<file path="src/rtl/csa_resolve_acc.sv">
// Resolves redundant (sum, carry) beats with a carry-propagate add, then accumulates them per packet.
// Optional CSA_RESOLVE_ACC_SATURATE_EN clamps the accumulator on overflow instead of wrapping.
module csa_resolve_acc #(
    parameter int IN_SIZE  = 16,
    parameter int ACC_SIZE = 32,
    parameter int CNT_SIZE = 16
) (
    input  logic                clk_i,
    input  logic                rst_ni,
    input  logic                in_valid_i,
    output logic                in_ready_o,
    input  logic [IN_SIZE-1:0]  sum_i,
    input  logic [IN_SIZE-1:0]  carry_i,
    input  logic                last_i,
    output logic                out_valid_o,
    input  logic                out_ready_i,
    output logic [ACC_SIZE-1:0] acc_o,
    output logic [CNT_SIZE-1:0] beats_o,
    output logic                ovf_o
);

    localparam int SUM_W = ACC_SIZE + 1;

    logic [IN_SIZE:0]    s1_data;
    logic                s1_last;
    logic                s1_val;
    logic                out_free;
    logic                s1_drain;
    logic                accept;

    logic                first;
    logic [ACC_SIZE-1:0] acc;
    logic [CNT_SIZE-1:0] cnt;
    logic                ovf;

    logic [ACC_SIZE-1:0] acc_base;
    logic [SUM_W-1:0]    sum_wide;
    logic [ACC_SIZE-1:0] acc_nxt;
    logic [CNT_SIZE-1:0] cnt_nxt;
    logic                ovf_nxt;

    // A last beat may only leave S1 when the output register can take its result.
    assign out_free   = !out_valid_o || out_ready_i;
    assign s1_drain   = s1_val && (!s1_last || out_free);
    assign in_ready_o = !(s1_val && !s1_drain);
    assign accept     = in_valid_i && in_ready_o;

    // NOTE: every signal gets a value on every path through always_comb, so no latch is inferred.
    always_comb begin
        acc_base = first ? '0 : acc;
        sum_wide = {1'b0, acc_base} + SUM_W'(s1_data);
        ovf_nxt  = (!first && ovf) || sum_wide[ACC_SIZE];
`ifdef CSA_RESOLVE_ACC_SATURATE_EN
        acc_nxt  = sum_wide[ACC_SIZE] ? '1 : sum_wide[ACC_SIZE-1:0];
`else
        acc_nxt  = sum_wide[ACC_SIZE-1:0];
`endif
        if (first) begin
            cnt_nxt = CNT_SIZE'(1);
        end else if (&cnt) begin
            cnt_nxt = cnt;
        end else begin
            cnt_nxt = cnt + 1'b1;
        end
    end

    // NOTE: state registers use non-blocking assignments so all flops update from pre-edge values.
    always_ff @(posedge clk_i or negedge rst_ni) begin
        if (!rst_ni) begin
            s1_val  <= 1'b0;
            s1_last <= 1'b0;
            s1_data <= '0;
        end else if (accept) begin
            s1_val  <= 1'b1;
            s1_last <= last_i;
            s1_data <= {1'b0, sum_i} + {1'b0, carry_i};
        end else if (s1_drain) begin
            s1_val  <= 1'b0;
        end
    end

    always_ff @(posedge clk_i or negedge rst_ni) begin
        if (!rst_ni) begin
            first <= 1'b1;
            acc   <= '0;
            cnt   <= '0;
            ovf   <= 1'b0;
        end else if (s1_drain) begin
            first <= s1_last;
            acc   <= acc_nxt;
            cnt   <= cnt_nxt;
            ovf   <= ovf_nxt;
        end
    end

    // A new result overwrites the register in the same cycle the old one is taken.
    always_ff @(posedge clk_i or negedge rst_ni) begin
        if (!rst_ni) begin
            out_valid_o <= 1'b0;
            acc_o       <= '0;
            beats_o     <= '0;
            ovf_o       <= 1'b0;
        end else if (s1_drain && s1_last) begin
            out_valid_o <= 1'b1;
            acc_o       <= acc_nxt;
            beats_o     <= cnt_nxt;
            ovf_o       <= ovf_nxt;
        end else if (out_valid_o && out_ready_i) begin
            out_valid_o <= 1'b0;
        end
    end

endmodule

</file>
<file path="config.mk">
export PLATFORM = sky130hd
export DESIGN_NAME = csa_resolve_acc
export DESIGN_NICKNAME = d
export VERILOG_FILES = /design/src/rtl/csa_resolve_acc.sv
export SDC_FILE = /design/constraint.sdc
export NUM_CORES = 1
export LEC_CHECK = 0
export ABC_CLOCK_PERIOD_IN_PS = 4600
export CAP_MARGIN = 40
export CORE_UTILIZATION = 40
export DETAILED_ROUTE_END_ITERATION = 8
export PLACE_DENSITY = 0.7
export SYNTH_ARGS = -nofsm -noshare
export SYNTH_HDL_FRONTEND = slang
export SYNTH_SLANG_ARGS = --single-unit
</file>
<file path="constraint.sdc">
create_clock -name clk_i -period 4.6 [get_ports clk_i]
set_input_delay 0.92 -clock clk_i [delete_from_list [all_inputs] [get_ports clk_i]]
set_output_delay 0.92 -clock clk_i [all_outputs]
set_load 0.01 [all_outputs]
</file>
==> flow_summary.json, run 1 <==
{
  "met2_usage_pct": 28.7,
  "drv_slew": 0,
  "yosys-top-cells-area": "dfrtp_1, nand2_1, ha_1",
  "placed_area_um2": 8070,
  "postLayoutCellArea_um2": 8620,
  "required_ns": 4.90,
  "ys_ff_latch": 119,
  "grt_pass1_wl_um": 26200,
  "fin_nets": 920,
  "ir_drop_v": 0.000294,
  "grt_util_all_layers_pct": 18.2,
  "clk_latency_ns": 0.42,
  "slew_headroom_pct": 44.2,
  "met3_usage_pct": 4.16,
  "cts_root_buf": "clkbuf_16",
  "ys_seq_area_share_pct": 42.6,
  "grt_busiest_layer": "met2",
  "power_leakage_nw": 3.68,
  "row_count": 47,
  "numClockSinks": 119,
  "wl_per_cell_um": 14.2,
  "drc": 0,
  "end_kind": "flip-flop",
  "synth_warnings": 0,
  "htreeDepth": 4,
  "synth_edf_count": 0,
  "die_w_um": 134,
  "fmax_mhz": 272,
  "slowest_delay_ns": 1.07,
  "dieArea_um2": 18000,
  "gp_congestion": 0.855,
  "clkSlewWorstSetupHoldPaths_ns": 0.05,
  "first_pass_iters": 5,
  "fin_crit_sh_pct": 80.0,
  "drtIter0Drc": 417,
  "r2r_slack_ns": 0.92,
  "fin_tns_setup_ns": 0,
  "r2r-end": "acc[27]",
  "ant_nets": 0,
  "setup_violations": 0,
  "wirelength_um": 15300,
  "synthesis.nets": 844,
  "worstMarginPinSlew_ns": 0.835,
  "routed_via_density": 5.24,
  "synth_top_cell_area_share_pct": 42.2,
  "ctsHoldBuffers": 0,
  "cp_data_arrival_time_ns": 3.98,
  "initial_core_util_pct": 41.6,
  "status": "complete, no violations",
  "synth_largest_area_cell": "dfrtp_1",
  "dieHeight_um": 134,
  "use_met1_pct": 24.7,
  "power_mw": 4.54,
  "syn_area_um2": 7000,
  "antenna_found_initial": 0,
  "power_density_nw_per_um2": 526,
  "drive_gt1_share_pct": 8.15,
  "first_global_vias": 5455,
  "cts_resized": 0,
  "post-route-util_pct": 51.3,
  "yosys.cell_types.count": 62,
  "hold_class": "flip-flop to flip-flop",
  "area_growth_pct": 23.3,
  "grt-ovfl-total": 0,
  "via_count": 5656,
  "dp_hpwl_um": 11000,
  "synth_ff_type": "dfrtp_1",
  "cts_tree": "built",
  "crit_fanout": 44,
  "io_pins": 88,
  "rsz0062_at_grt": "false",
  "whs_endpoint": "acc[10]",
  "async_flop_share_pct": 100,
  "cp_slowest_cell": "dfstp_2",
  "core_area_um2": 16800,
  "critPathLaunchType": "flip-flop",
  "antenna_cells": 0,
  "hold_depth": 2,
  "critPathKind": "flip-flop to flip-flop",
  "clk_path_buf_depth": 2,
  "numCtsBuffers": 17,
  "io_buffers": 87,
  "fillers": 1536,
  "grt_max_degree": 45,
  "syn_inst": 771,
  "syn_avg_cell_area_um2": 9.07,
  "reg2reg_from": "first",
  "post_cts_buffers": 0,
  "fin_worst_skew_ns": 0.00940,
  "path_cells": "nor2b_1 > ha_1 > a211oi_2 > nor2_1 > o41a_1 > a2111oi_4 > or2_1 > nor4_1 > a221o_1",
  "rr_worst_depth": 9,
  "hold_viol": 0,
  "drv_cap": 0,
  "fin_crit_ns": 3.68,
  "hp-start": "acc[10]"
}
-- cells in the final DEF, fill, tap and decap left out, types with 8 or more instances in the layout --
cell type	instances
nand3_1	20
nand2_1	122
o21ai_0	84
ha_1	34
buf_4	9
a21o_1	12
clkdlybuf4s50_1	86
a221o_1	8
xor2_1	25
o31ai_1	11
dfrtp_1	118
nor3_1	20
a21oi_1	37
xnor2_1	25
inv_1	11
nand4_1	10
clkbuf_16	17
nor4_1	8
nor2b_1	32
nand2b_1	9
mux2i_1	11
mux2_2	19
nor2_1	48
-- area by class of cell --
class | count | area [um2] | area share, %
Clock buffer | 19 | 453 | 5.25
Clock inverter | 12 | 105 | 1.22
Inverter | 11 | 41.3 | 0.479
Sequential cell | 119 | 2980 | 34.5
Multi-Input combinational cell | 602 | 3820 | 44.3
Timing Repair Buffer | 96 | 948 | 11.0
Tap cell | 220 | 275 | 3.19
-- worst max-delay path by stage --
stage	cells after the start	endpoint	startpoint
4_1_cts	9	acc[27]	first
2_1_floorplan	13	acc[29]	first
3_3_place_gp	9	s1_data[15]	sum_i[1]
3_5_place_dp	9	s1_data[15]	sum_i[1]
6_report	9	acc[27]	first
5_1_grt	9	acc[27]	first
-- where the power goes --
group | internal (mW) | leakage (nW) | switching (mW)
logic | 0.819 | 1.89 | 0.888
registers | 1.34 | 1.52 | 0.243
clock network | 0.763 | 0.263 | 0.485
-- critical path, delay by kind of cell (launching register included) --
family                     cells  cell delay, ns
AOI/OAI and AO/OA              4            1.46
DFF                            1            1.07
and+or+nand+nor                4            0.61
adders and majority gates      1            0.39
-- metrics by stage --
step / setup slack, ns / std cells / hold WS [ns]
after floorplan: 1.08 / 771 / 0.438
after global placement: 1.08 / 1048 / 0.451
after detailed placement: 0.980 / 1048 / 0.457
after CTS: 0.963 / 1079 / 0.471
after global routing: 0.624 / 1079 / 0.492
final: 0.921 / 1079 / 0.468
-- kinds of logic (layout without fill, tap and decap cells) --
logic type / after synthesis / in the layout / synth area share (%)
AOI/OAI and AO/OA: 193 / 193 / 17.3
xor gates and xnor gates: 50 / 50 / 6.26
adders and majority gates: 36 / 36 / 6.65
buffers and inverters: 50 / 138 / 2.86
DFF: 119 / 119 / 42.6
muxes: 30 / 30 / 4.63
and+or+nand+nor: 293 / 293 / 19.7
-- synth_stat cells (3+ instances only) --
master / count
a221o_1: 8
and2_1: 5
dfrtp_1: 118
clkbuf_1: 32
xnor2_1: 25
nor2_1: 48
a211oi_1: 4
ha_1: 34
a31oi_1: 4
inv_1: 11
o21a_1: 3
nand4_1: 10
o211ai_1: 4
nor3_1: 20
nand3_1: 20
nor2b_1: 32
mux2i_1: 11
a21o_1: 12
nand2_1: 124
o31ai_1: 11
nand2b_1: 9
mux2_2: 19
buf_2: 4
xor2_1: 25
a21oi_1: 37
o21bai_1: 4
and3_1: 5
o21ai_0: 84
nor4_1: 8
-- metal layers --
layer	vias up	part of all wire (%)	wire length, um
li1	2882	-	-
met5	-	0	0
met3	16	4.3	663
met2	125	46	6980
met4	0	1.1	171
met1	2633	49	7470
-- state kept, by name (all words and copies together), names as in the netlist, 16 cells and up --
signal / flops
acc_o: 32
s1_data: 17
cnt: 16
acc: 32
beats_o: 16
Power figures use the tool's default switching activity.
==> run 2: changes to the inputs <==
--- a/config.mk
+++ b/config.mk
@@ -5,7 +5,7 @@
 export SDC_FILE = /design/constraint.sdc
 export NUM_CORES = 1
 export LEC_CHECK = 0
-export ABC_CLOCK_PERIOD_IN_PS = 4600
+export ABC_CLOCK_PERIOD_IN_PS = 3800
 export CAP_MARGIN = 40
 export CORE_UTILIZATION = 40
 export DETAILED_ROUTE_END_ITERATION = 8
==> constraint.sdc (replaced) <==
create_clock -name clk_i -period 3.8 [get_ports clk_i]
set_input_delay 0.76 -clock clk_i [delete_from_list [all_inputs] [get_ports clk_i]]
set_output_delay 0.76 -clock clk_i [all_outputs]
set_load 0.01 [all_outputs]
==> run 2 against run 1 <==
Against the previous run: die area unchanged; design area increased by 1.5%; fmax grew 13%; sequential power rose by 20%; non-clock buffer count is 5 higher; sequential share of layout area decreased by 0.52 points; total power grew 25%; count of clock-buffer cells in the layout up 5; largest cell class unchanged; final cell count rose by 0.46%; clock power grew 34%; critical endpoint is now acc[29]; utilization increased by 0.78 points; sequential cell count unchanged.
==> flow_summary.json, run 2 (synthesized netlist as in run 1, its figures left out) <==
{
  "status": "complete, no violations",
  "post_cts_buffers": 0,
  "grt-ovfl-total": 0,
  "antenna_cells": 0,
  "ant_nets": 0,
  "dieHeight_um": 134,
  "hold_viol": 0,
  "instances_no_fill": 1084,
  "rr_worst_depth": 10,
  "r2r-end": "acc[29]",
  "die_w_um": 134,
  "slew_headroom_pct": 50.3,
  "required_ns": 4.10,
  "dp_hpwl_um": 10800,
  "core_area_um2": 16800,
  "drv_slew": 0,
  "power_density_nw_per_um2": 650,
  "fmax_mhz": 307,
  "fin_crit_sh_pct": 85.7,
  "fin_worst_skew_ns": 0.0116,
  "grt_util_all_layers_pct": 18.2,
  "antenna_found_initial": 0,
  "end_kind": "flip-flop",
  "hold_class": "input pin to async pin",
  "drive_gt1_share_pct": 8.56,
  "drc": 0,
  "io_buffers": 87,
  "r2r_slack_ns": 0.54,
  "critPathKind": "flip-flop to flip-flop",
  "fin_ws_ns": 0.545,
  "postLayoutCellArea_um2": 8760,
  "worstMarginPinSlew_ns": 0.744,
  "cp_data_arrival_time_ns": 3.55,
  "rsz0062_at_grt": "false",
  "power_leakage_nw": 3.75,
  "final_common_cell": "nand2_1",
  "routed_via_density": 5.31,
  "initial_core_util_pct": 41.6,
  "clk_latency_ns": 0.42,
  "dieArea_um2": 18000,
  "drv_cap": 0,
  "setup_violations": 0,
  "grt_max_degree": 68,
  "cts_root_buf": "clkbuf_16",
  "cp_slowest_cell": "dfstp_2",
  "row_count": 47,
  "via_count": 5753,
  "path_cells": "buf_12 > nor2b_1 > ha_1 > nor3_1 > nor2_1 > o41a_1 > a2111oi_4 > or2_1 > nor4_1 > a221o_1",
  "power_mw": 5.69,
  "grt_pass1_wl_um": 26200,
  "area_growth_pct": 25.1,
  "cts_tree": "built",
  "placed_area_um2": 8130,
  "layout_common_cells": "nand2_1, dfrtp_1, clkdlybuf4s50_1",
  "clk_path_buf_depth": 2,
  "numCtsBuffers": 17,
  "dp_slack_ns": 0.375,
  "crit_fanout": 59,
  "ir_drop_v": 0.000322,
  "numClockSinks": 119,
  "wl_per_cell_um": 13.9,
  "gp_congestion": 0.862,
  "wirelength_um": 15100,
  "critPathLaunchType": "flip-flop",
  "ctsHoldBuffers": 0,
  "hold_slack_ns": 0.374,
  "cts_resized": 0,
  "fin_tns_setup_ns": 0,
  "drtIter0Drc": 381,
  "clkSlewWorstSetupHoldPaths_ns": 0.05,
  "reg2reg_from": "first",
  "reg.largest.list": "acc x32, acc_o x32, s1_data x17",
  "slowest_delay_ns": 0.71,
  "fin_crit_ns": 3.26,
  "fin_nets": 925,
  "numPlacedInstances": 1053,
  "htreeDepth": 4,
  "first_global_vias": 5533,
  "first_pass_iters": 5,
  "io_pins": 88,
  "post-route-util_pct": 52.1
}
[run 2: cell count changes in the layout (fill, tap and decap cells not counted)]
cell and change:
clkinv_4 -2, bufinv_16 +2, clkinvlp_4 -3, clkbuf_8 +4, buf_12 +2, buf_4 +3, clkbuf_1 +1, clkinv_2 -2
[run 2: final cells by class]
type	count	area, um2
Multi-Input combinational cell	602	3820
Sequential cell	119	2980
Inverter	11	41.3
Clock buffer	24	512
Timing Repair Buffer	101	1010
Tap cell	220	275
Fill cell	1573	8060
Clock inverter	7	115
[run 2: worst max path at each step]
stage / from / end / slack, ns
after floorplan: first / acc[29] / 0.28
after global placement: sum_i[1] / s1_data[15] / 0.42
after detailed placement: sum_i[1] / s1_data[15] / 0.37
after CTS: first / acc[29] / 0.58
after global routing: first / acc[30] / 0.37
final: first / acc[29] / 0.54
[run 2: worst max-delay path: cells and delay by family (launching register included)]
family                   cells  cell delay [ns]
AO/OA/AOI/OAI                3             1.01
AND/OR/NAND/NOR              5             0.73
flip-flops                   1             0.71
adder cells (fa/ha/maj)      1             0.36
buffers and inverters        1             0.29
[run 2: per-layer routing]
metal | share of wire, % | vias up | wire (um) | global-route usage [%]
met5 | 0 | - | 0 | 0
met2 | 46 | 118 | 6980 | 28.8
met4 | 1.5 | 0 | 224 | 7.37
met1 | 49 | 2717 | 7340 | 24.2
met3 | 3.8 | 14 | 569 | 3.89
li1 | - | 2904 | - | -
[run 2: power by group]
group	switching, mW	leakage [nW]	total (mW)	internal (mW)
Sequential	0.271	1.52	1.90	1.62
Clock	0.555	0.304	1.68	1.13
Combinational	1.10	1.93	2.11	1.01
Total	1.92	3.75	5.69	3.77
